==> config.mk <==
export PLATFORM = sky130hd
export DESIGN_NAME = dbus_slave_decoder
export DESIGN_NICKNAME = d
export VERILOG_FILES = /design/src/rtl/dbus_slave_decoder.sv
export SDC_FILE = /design/constraint.sdc
export NUM_CORES = 1
export LEC_CHECK = 0
export CAP_MARGIN = 25
export CORE_AREA = 2 2 135 137
export CTS_CLUSTER_DIAMETER = 120
export DETAILED_ROUTE_END_ITERATION = 7
export DIE_AREA = 0 0 137 139
export DONT_BUFFER_PORTS = 1
export SLEW_MARGIN = 20
export SYNTH_ARGS = -nofsm -noshare
export SYNTH_HDL_FRONTEND = slang
export SYNTH_SLANG_ARGS = --single-unit
==> constraint.sdc <==
create_clock -name clk -period 3.2 [get_ports clk]
set_input_delay 0.64 -clock clk [delete_from_list [all_inputs] [get_ports clk]]
set_output_delay 0.64 -clock clk [all_outputs]
set_load 0.01 [all_outputs]
==> src/rtl/dbus_slave_decoder.sv <==
// Fans the arbiter's data-bus slave port out to RAM/periph/VGA/SD windows, holds the request
// for the whole transaction, aborts stalled slaves after TIMEOUT cycles and latches the first error.
module dbus_slave_decoder #(
  parameter logic [31:0] BASE0   = 32'h0000_0000,
  parameter logic [31:0] MASK0   = 32'hF000_0000,
  parameter logic [31:0] BASE1   = 32'hBFC0_0000,
  parameter logic [31:0] MASK1   = 32'hFFFF_0000,
  parameter logic [31:0] BASE2   = 32'hBC00_0000,
  parameter logic [31:0] MASK2   = 32'hFF00_0000,
  parameter logic [31:0] BASE3   = 32'hBFD0_0000,
  parameter logic [31:0] MASK3   = 32'hFFFF_0000,
  parameter int unsigned TIMEOUT = 255
) (
  input  logic         clk,
  input  logic         rst,
  input  logic [31:0]  addrM,
  input  logic [31:0]  doutM,
  input  logic         stbM,
  input  logic         weM,
  input  logic [3:0]   dmM,
  output logic [31:0]  dinM,
  output logic         nakM,
  output logic [31:0]  addrS,
  output logic [31:0]  dinS,
  output logic         weS,
  output logic [3:0]   dmS,
  output logic [3:0]   stbS,
  output logic [3:0]   abortS,
  input  logic [127:0] doutS,
  input  logic [3:0]   nakS,
  output logic         err,
  output logic [31:0]  errAddr,
  input  logic         errClr
);

  typedef enum logic {IDLE, BUSY} state_t;

  localparam logic [15:0] TO_CNT = 16'(TIMEOUT);

  state_t      state_q, state_d;
  logic [1:0]  sel_q, sel_d;
  logic [31:0] addr_q, addr_d;
  logic [31:0] wdat_q, wdat_d;
  logic        we_q, we_d;
  logic [3:0]  dm_q, dm_d;
  logic [15:0] cnt_q, cnt_d;
  logic        err_q, err_d;
  logic [31:0] err_addr_q, err_addr_d;

  logic [3:0]  hit;
  logic        mapped;
  logic [1:0]  dec_idx;
  logic        err_evt;
  logic [31:0] evt_addr;

  always_comb begin
    hit[0] = ((addrM ^ BASE0) & MASK0) == 32'h0;
    hit[1] = ((addrM ^ BASE1) & MASK1) == 32'h0;
    hit[2] = ((addrM ^ BASE2) & MASK2) == 32'h0;
    hit[3] = ((addrM ^ BASE3) & MASK3) == 32'h0;
    mapped = |hit;
    // Lowest window index wins when windows overlap.
    if (hit[0])      dec_idx = 2'd0;
    else if (hit[1]) dec_idx = 2'd1;
    else if (hit[2]) dec_idx = 2'd2;
    else             dec_idx = 2'd3;
  end

  always_comb begin
    state_d  = state_q;
    sel_d    = sel_q;
    addr_d   = addr_q;
    wdat_d   = wdat_q;
    we_d     = we_q;
    dm_d     = dm_q;
    cnt_d    = cnt_q;
    stbS     = 4'b0000;
    abortS   = 4'b0000;
    nakM     = 1'b0;
    dinM     = 32'h0;
    addrS    = addrM;
    dinS     = doutM;
    weS      = weM;
    dmS      = dmM;
    err_evt  = 1'b0;
    evt_addr = addrM;

    case (state_q)
      IDLE: begin
        if (stbM) begin
          if (mapped) begin
            stbS   = 4'b0001 << dec_idx;
            nakM   = nakS[dec_idx];
            dinM   = doutS[{dec_idx, 5'b0} +: 32];
            sel_d  = dec_idx;
            addr_d = addrM;
            wdat_d = doutM;
            we_d   = weM;
            dm_d   = dmM;
            if (nakS[dec_idx]) begin
              state_d = BUSY;
              cnt_d   = 16'd1;
            end
          end else begin
            err_evt = 1'b1;
          end
        end
      end

      BUSY: begin
        addrS = addr_q;
        dinS  = wdat_q;
        weS   = we_q;
        dmS   = dm_q;
        // A strobe here is an upstream protocol violation: flagged, never forwarded.
        if (stbM) err_evt = 1'b1;
        if (!nakS[sel_q]) begin
          dinM    = doutS[{sel_q, 5'b0} +: 32];
          state_d = IDLE;
        end else if (cnt_q == TO_CNT) begin
          abortS   = 4'b0001 << sel_q;
          state_d  = IDLE;
          err_evt  = 1'b1;
          evt_addr = addr_q;
        end else begin
          nakM  = 1'b1;
          dinM  = doutS[{sel_q, 5'b0} +: 32];
          cnt_d = (cnt_q == 16'hFFFF) ? cnt_q : cnt_q + 16'd1;
        end
      end

      default: state_d = IDLE;
    endcase
  end

  // Clear first so a coincident new error wins and records its own address.
  always_comb begin
    err_d      = err_q;
    err_addr_d = err_addr_q;
    if (errClr) begin
      err_d      = 1'b0;
      err_addr_d = 32'h0;
    end
    if (err_evt) begin
      err_d = 1'b1;
      if (!err_q || errClr) err_addr_d = evt_addr;
    end
  end

  always_ff @(posedge clk or negedge rst) begin
    if (!rst) begin
      state_q    <= IDLE;
      sel_q      <= 2'd0;
      addr_q     <= 32'h0;
      wdat_q     <= 32'h0;
      we_q       <= 1'b0;
      dm_q       <= 4'h0;
      cnt_q      <= 16'd0;
      err_q      <= 1'b0;
      err_addr_q <= 32'h0;
    end else begin
      state_q    <= state_d;
      sel_q      <= sel_d;
      addr_q     <= addr_d;
      wdat_q     <= wdat_d;
      we_q       <= we_d;
      dm_q       <= dm_d;
      cnt_q      <= cnt_d;
      err_q      <= err_d;
      err_addr_q <= err_addr_d;
    end
  end

  assign err     = err_q;
  assign errAddr = err_addr_q;

endmodule

==> Flow_metrics.wiki, run 1 <==
{| class="wikitable"
! Metric !! Value
|-
| Library cell used as clock root buffer || sky130_fd_sc_hd__clkbuf_16
|-
| Number of cells traversed by the worst register-to-register path || 5
|-
| Avg Inst Size Synth || ~9.5 µm²
|-
| Share of the synthesized netlist area taken by xor and xnor gates || 0%
|-
| Total Die Area || 19040 µm²
|-
| 1st-pass router iterations || 7
|-
| Weighted congestion at the end of routability-driven global placement || 0.8562
|-
| Shortest clock period the worst path allows after layout || 3166 ps
|-
| Die width || 137 µm
|-
| Average wire length per cell after detail routing || about 24 µm
|-
| MaxCap Viol Count || 0
|-
| Cells after DPL || 1072
|-
| Worst-margin pin slew || 854.3 ps
|-
| Vertical extent of the die || 139 µm
|-
| Count of warnings emitted by yosys || 0
|-
| Total standard cell area after synthesis || 8140 µm²
|-
| Outcome || finished, violations left
|-
| Largest vdd supply drop || 316.4 µV
|-
| Clock network latency to the later pin of the worst-skew pair || 410 ps
|-
| Number of nets produced by synthesis || 1062
|-
| Clock slew at the register clock pins of the worst setup and hold paths || 60 ps
|-
| Async S/R FF share, synth || 100.0%
|-
| Maximum fanout along the worst path || 9
|-
| Endpoint type of the worst setup path || primary output
|-
| Post-synthesis register bit count || 121
|-
| Required time at the endpoint of the critical path || roughly 2600 ps
|-
| Final Hold Viols || between 100 and 150
|-
| First-pass GRT wire length || around 40 mm
|-
| Detailed-route wire length || approximately 27 mm
|-
| Worst slew margin relative to its limit || a little over two fifths
|-
| CTS tree || built
|-
| Post-Synth Simple-Gate Area || 16.49%
|-
| Critical path arrival || ~2500 ps
|-
| Final setup vio count || 0
|-
| Area fraction in compound gates after synthesis || 17.58%
|-
| Violations in the final reports || hold timing
|-
| Overall global routing resource usage || between 20% and 30%
|-
| Post-route fraction of the period consumed by the critical path || 98.93%
|-
| H-tree depth reported by CTS || 4
|-
| Crit-path cells || or4_4 -> o31ai_2 -> a21oi_2 -> or2_4 -> o32ai_1 -> buf_4
|-
| Placement Setup Slack || between 20 and 30 ps
|-
| Setup repair after global routing missed its margin || true
|-
| Number of buffers on the longest clock path || 2
|-
| Post-layout worst setup margin || 34.34 ps
|-
| Mapped Cells || 856
|-
| Average vias per placed instance || around 6.6
|-
| Layout Area Growth over Synthesis || 14.97%
|-
| Pwr dens || 514.6 nW/µm²
|-
| Type of the worst setup path || input port to primary output
|-
| Count of buffers inserted at the top-level ports || 0
|-
| Fraction of layout cells with a size suffix above 1 || 25.40%
|-
| Count of pins on the block boundary || around 350
|-
| Rows || 49
|-
| Top flip-flop cell by instance count after synthesis || sky130_fd_sc_hd__dfrtp_1
|-
| Placement Cell Area || 8656 µm²
|-
| Worst-case hold slack || -81.31 ps
|-
| Number of antenna violations at the first check in global routing || 1
|-
| Fraction of synthesized area in multiplexers || between 20% and 30%
|-
| Starting density of the core || 46.10%
|-
| Clock sink count || 121
|-
| Placeable core area || 17660 µm²
|-
| Filler-free cell count of the finished design || 1108
|-
| Library cell contributing the largest single delay on the critical path || sky130_fd_sc_hd__or4_4
|-
| Total DRC errors in the routed layout || 0
|-
| Worst Hold Class || input port to asynchronous set/reset pin
|-
| Pin count of the biggest net entering global routing || 122
|-
| Library cells used by synthesis || 52
|-
| Violation count after the first detailed-route iteration || around 600
|-
| Most frequent cells in the layout || sky130_fd_sc_hd__nand2_1, sky130_fd_sc_hd__dfrtp_1, sky130_fd_sc_hd__mux2_2
|-
| Maximum achievable frequency || roughly 320 MHz
|-
| Final layout net count || 1073
|-
| Vias in the first global route || between 7000 and 8000
|-
| Accumulated negative setup slack || 0 ps
|-
| Cell area after layout || a little over 9000 µm²
|-
| Maximum clock skew at final layout || around 9.5 ps
|-
| Adder-Cell Fraction of Synth Area || less than 1%
|-
| Number of nets with antenna violations after routing || 0
|-
| Largest family of logic cells by synthesized area || multiplexers
|-
| Worst path max stage delay || between 500 and 600 ps
|-
| Via count || between 7000 and 8000
|-
| Total clock buffers created by CTS || 17
|-
| Critical Path Source Type || input port
|-
| Post-DP HPWL || 18.34 mm
|-
| Commonest non-fill, non-tap cell in the layout || sky130_fd_sc_hd__nand2_1
|-
| Sum of overflow across all layers after global routing || 0
|-
| Post-synth EDFFs || 0
|-
| Leakage power figure || 3.920 nW
|-
| Max-slew violation total from the final report || 0
|-
| Proportion of synthesized chip area in sequential cells || 37.20%
|}
[synth_stat cells, types with 3 or more instances]
library cell | count | area [µm²]
sky130_fd_sc_hd__nand2_1 | 229 | 859.6
sky130_fd_sc_hd__dfrtp_1 | 121 | 3028
sky130_fd_sc_hd__mux2_2 | 69 | 777.0
sky130_fd_sc_hd__a221oi_1 | 64 | 560.5
sky130_fd_sc_hd__clkbuf_1 | 43 | 161.4
sky130_fd_sc_hd__inv_1 | 34 | 127.6
sky130_fd_sc_hd__mux4_2 | 33 | 743.2
sky130_fd_sc_hd__mux2i_1 | 32 | 320.3
sky130_fd_sc_hd__o32ai_1 | 32 | 280.3
sky130_fd_sc_hd__o21ai_0 | 25 | 125.1
sky130_fd_sc_hd__buf_2 | 22 | 110.1
sky130_fd_sc_hd__nor2_1 | 22 | 82.58
sky130_fd_sc_hd__nand3b_1 | 17 | 127.6
sky130_fd_sc_hd__a31oi_1 | 16 | 100.1
sky130_fd_sc_hd__o2bb2ai_1 | 16 | 140.1
sky130_fd_sc_hd__nand4_1 | 7 | 43.79
sky130_fd_sc_hd__nor3_1 | 7 | 35.03
sky130_fd_sc_hd__a21oi_1 | 6 | 30.03
sky130_fd_sc_hd__buf_6 | 5 | 56.30
sky130_fd_sc_hd__and2_1 | 4 | 25.02
sky130_fd_sc_hd__nand2b_1 | 4 | 25.02
sky130_fd_sc_hd__nand3_1 | 4 | 20.02
sky130_fd_sc_hd__nor4_1 | 4 | 25.02
sky130_fd_sc_hd__o211ai_1 | 4 | 30.03
sky130_fd_sc_hd__and3_1 | 3 | 18.77
sky130_fd_sc_hd__or2_2 | 3 | 18.77
[metal layers]
metal	vias to the layer above	track usage [%]	wire length (µm)
li1	3218	-	-
met1	3597	30.43	9611
met2	427	44.17	13190
met3	66	10.20	3102
met4	0	13.62	1026
met5	-	0.2646	0
[cell type report]
cell class | count | area [µm²]
Antenna cell | 1 | 2.502
Clock buffer | 19 | 452.9
Clock inverter | 11 | 147.6
Fill cell | 1597 | 8298
Inverter | 34 | 127.6
Multi-Input combinational cell | 631 | 4765
Sequential cell | 121 | 3033
Tap cell | 229 | 286.5
Timing Repair Buffer | 62 | 544.3
[logic make-up (layout without fill, tap and decap cells)]
group                      count (synthesis)  count (layout)
other                                      0               1
adders and majority gates                  1               1
and+or+nand+nor                          311             314
buffers and inverters                    107             126
DFF                                      121             121
muxes                                    135             135
AOI/OAI and AO/OA                        181             181
[critical path: cells and delay by family]
family / cells / cell delay [ps]
AOI/OAI and AO/OA: 3 / 790
and+or+nand+nor: 2 / 910
buffers and inverters: 1 / 190
[registers in the layout, indices dropped and copies added, names as in the netlist]
name	flops
addr_q	32
cnt_q	16
dm_q	4
err	1
errAddr	32
sel_q	2
state_q	1
wdat_q	32
we_q	1
[worst paths after layout]
| path | start | endpoint | slack (ps) |
|---|---|---|---|
| hold / removal | rst | errAddr[8]$_DFF_PN0_ | -80 |
| hold reg to reg | wdat_q[17]$_DFFE_PN0P_ | wdat_q[17]$_DFFE_PN0P_ | 470 |
| max in group asynchronous | rst | state_q$_DFF_PN0_ | 3130 |
| min in group clk | addrM[9] | addr_q[9]$_DFFE_PN0P_ | 330 |
| setup reg to reg | cnt_q[0]$_DFFE_PN0P_ | cnt_q[11]$_DFFE_PN0P_ | 760 |
| setup / recovery | addrM[19] | dinM[9] | 30 |
[power breakdown]
group | switching (mW) | internal [mW]
logic | 0.449 | 0.426
registers | 0.207 | 1.78
clock network | 0.697 | 1.26
[timing repair]
item,CTS,global route
gates resized for setup,0,13
setup endpoints to repair,0,34
setup buffers,0,2
endpoints found under the hold margin,121,121
[through the flow]
step / util, % / power [mW]
floorplan: - / 2.656
global route: 53.00 / 5.052
global placement: 49.02 / 2.818
CTS: 52.42 / 4.842
finish: 53.00 / 4.817
detailed placement: 49.02 / 2.866
Note: power is estimated with default switching activity, not from simulation.
==> run 2: changes to the inputs <==
MAX_ROUTING_LAYER = met4   (was not set)
==> run 2 against run 1 <==
Net effect: the run still ends with hold timing left; highest routed layer unchanged; power about the same; global-route usage increased by 0.97 points; critical path type unchanged; largest power group unchanged; cell count about the same; hold slack got worse by 2.3 ps; clock-buffer cell count unchanged; setup slack about the same.
==> Flow_metrics.wiki, run 2 (same netlist as run 1, synthesis figures left out) <==
{| class="wikitable"
! Metric !! Value
|-
| Average vias per placed instance || 6.641 (was 6.596)
|-
| Largest vdd supply drop || 322.8 µV (was 316.4 µV)
|-
| Uppermost metal layer occupied by signal nets || met4 (unchanged)
|-
| Starting density of the core || 46.10% (unchanged)
|-
| Violation count after the first detailed-route iteration || 727 (was 616)
|-
| Worst-case hold slack || -83.59 ps (was -81.31 ps)
|-
| Via count || 7352 (was 7308)
|-
| Overall global routing resource usage || 27.92% (was 26.95%)
|-
| Crit-path cells || or4_4 -> o31ai_2 -> a21oi_2 -> or2_4 -> o32ai_1 -> buf_4 (unchanged)
|-
| Detailed-route wire length || 26.83 mm (was 26.93 mm)
|-
| Worst path max stage delay || 560 ps (about the same)
|-
| Clock slew at the register clock pins of the worst setup and hold paths || 60 ps (about the same)
|-
| Count of buffers inserted at the top-level ports || 0 (unchanged)
|-
| H-tree depth reported by CTS || 4 (unchanged)
|-
| Reg-to-reg slack, setup || 750 ps (was 760 ps)
|-
| Final layout net count || 1073 (unchanged)
|-
| Leakage power figure || 3.920 nW (about the same)
|-
| Rows || 49 (unchanged)
|-
| Total Die Area || 19040 µm² (unchanged)
|-
| Layout filler cell count || 1592 (was 1597)
|-
| Placeable core area || 17660 µm² (unchanged)
|-
| Violations in the final reports || hold timing (unchanged)
|-
| Pwr dens || 515.0 nW/µm² (was 514.6 nW/µm²)
|-
| Routed wl met3 || 3.132 mm (was 3.102 mm)
|-
| CTS tree || built (unchanged)
|-
| Total clock buffers created by CTS || 17 (unchanged)
|-
| Critical Path Source Type || input port (unchanged)
|-
| Maximum clock skew at final layout || 8.757 ps (was 9.500 ps)
|-
| Number of cells traversed by the worst register-to-register path || 5 (unchanged)
|-
| Final Hold Viols || 121 (unchanged)
|-
| Critical path arrival || 2530 ps (about the same)
|-
| Most frequent cells in the layout || sky130_fd_sc_hd__nand2_1, sky130_fd_sc_hd__dfrtp_1, sky130_fd_sc_hd__mux2_2 (unchanged)
|-
| Total DRC errors in the routed layout || 0 (unchanged)
|-
| Post-DP HPWL || 18.34 mm (unchanged)
|-
| Cell area after layout || 9356 µm² (was 9359 µm²)
|-
| Number of antenna cells inserted || 0 (was 1)
|-
| Average wire length per cell after detail routing || 24.23 µm (was 24.30 µm)
|-
| Worst slew margin relative to its limit || 43.33% (was 42.95%)
|-
| Die width || 137 µm (unchanged)
|-
| Routed wire length on met2 || 13.19 mm (about the same)
|-
| Shortest clock period the worst path allows after layout || 3165 ps (was 3166 ps)
|-
| Clock network latency to the later pin of the worst-skew pair || 420 ps (was 410 ps)
|-
| Worst Hold Class || input port to asynchronous set/reset pin (unchanged)
|-
| Maximum fanout along the worst path || 9 (unchanged)
|-
| Maximum achievable frequency || 315.9 MHz (about the same)
|-
| Wire length the detailed router placed on met1 || 9.410 mm (was 9.611 mm)
|-
| Layout Area Growth over Synthesis || 14.94% (was 14.97%)
|-
| Worst-margin pin slew || 848.7 ps (was 854.3 ps)
|-
| MaxCap Viol Count || 0 (unchanged)
|-
| Final setup vio count || 0 (unchanged)
|-
| Fraction of layout cells with a size suffix above 1 || 25.40% (unchanged)
|-
| Setup repair after global routing missed its margin || true (unchanged)
|-
| Number of buffers on the longest clock path || 2 (unchanged)
|-
| Sum of overflow across all layers after global routing || 0 (unchanged)
|-
| Number of nets with antenna violations after routing || 0 (unchanged)
|-
| Endpoint type of the worst setup path || primary output (unchanged)
|-
| Vias in the first global route || 7311 (was 7325)
|-
| Clock sink count || 121 (unchanged)
|-
| Library cell contributing the largest single delay on the critical path || sky130_fd_sc_hd__or4_4 (unchanged)
|-
| First-pass GRT wire length || 40.32 mm (was 40.17 mm)
|-
| Placement Cell Area || 8656 µm² (unchanged)
|-
| Max-slew violation total from the final report || 0 (unchanged)
|-
| Count of pins on the block boundary || 348 (unchanged)
|-
| Final Util || 52.99% (was 53.00%)
|-
| Post-route fraction of the period consumed by the critical path || 98.92% (was 98.93%)
|-
| Weighted congestion at the end of routability-driven global placement || 0.8699 (was 0.8562)
|-
| Library cell used as clock root buffer || sky130_fd_sc_hd__clkbuf_16 (unchanged)
|-
| Type of the worst setup path || input port to primary output (unchanged)
|-
| Number of antenna violations at the first check in global routing || 0 (was 1)
|-
| Required time at the endpoint of the critical path || 2560 ps (about the same)
|-
| Outcome || finished, violations left (unchanged)
|-
| Commonest non-fill, non-tap cell in the layout || sky130_fd_sc_hd__nand2_1 (unchanged)
|-
| Pin count of the biggest net entering global routing || 122 (unchanged)
|-
| Vertical extent of the die || 139 µm (unchanged)
|-
| Accumulated negative setup slack || 0 ps (unchanged)
|-
| 1st-pass router iterations || 5 (was 7)
|}
## run 2: changes by cell type in the layout (fill, tap and decap cells not counted), sizes merged
cell | before | now
diode | 1 | 0
## run 2: layout make-up
type                       instances  area, µm²  share of cell area (%)
clock inverter                    11      147.6                   1.578
multi-input combinational        631       4765                   50.92
inverter                          34      127.6                   1.364
timing repair buffer              62      544.3                   5.817
sequential                       121       3033                   32.42
tap                              229      286.5                   3.062
clock buffer                      19      452.9                   4.841
## run 2: worst paths after layout
kind	start	end
max	addrM[19]	dinM[9]
max reg2reg	cnt_q[0]$_DFFE_PN0P_	cnt_q[11]$_DFFE_PN0P_
min	rst	we_q$_DFFE_PN0P_
min in group clk	addrM[9]	addr_q[9]$_DFFE_PN0P_
max in group asynchronous	rst	wdat_q[12]$_DFFE_PN0P_
min reg2reg	wdat_q[17]$_DFFE_PN0P_	wdat_q[17]$_DFFE_PN0P_
## run 2: stage by stage
step | cells | worst slack, ps | power [mW] | hold WS, ps
after floorplan | 856 | 109.8 | 2.656 | 344.4
after global placement | 1072 | 84.73 | 2.818 | 347.6
after detailed placement | 1072 | 26.45 | 2.866 | 347.3
after CTS | 1102 | 22.99 | 4.842 | -104.6
after global routing | 1107 | -22.10 | 5.059 | -111.4
final | 1107 | 34.70 | 4.818 | -83.59
## run 2: what timing repair did
action                                  CTS  global route
setup buffers                             0             2
gates resized for setup                   0            13
endpoints found under the hold margin   121           121
endpoints found under the setup margin    0            34
## run 2: worst max-delay path: cells and delay by family
| family | cells | cell delay [ps] |
|---|---|---|
| simple gates | 2 | 910 |
| buf+inv | 1 | 190 |
| compound gates | 3 | 780 |
## run 2: report_power, final
group / switching [mW] / internal (mW) / total [mW]
clock network: 0.701 / 1.26 / 1.96
registers: 0.206 / 1.78 / 1.99
logic: 0.449 / 0.426 / 0.875
## run 2: routing by layer
| metal | global-route usage [%] | vias to the layer above |
|---|---|---|
| met5 | - | - |
| met4 | 12.91 | 0 |
| met3 | 10.42 | 88 |
| met2 | 44.28 | 471 |
| met1 | 31.02 | 3578 |
| li1 | - | 3215 |
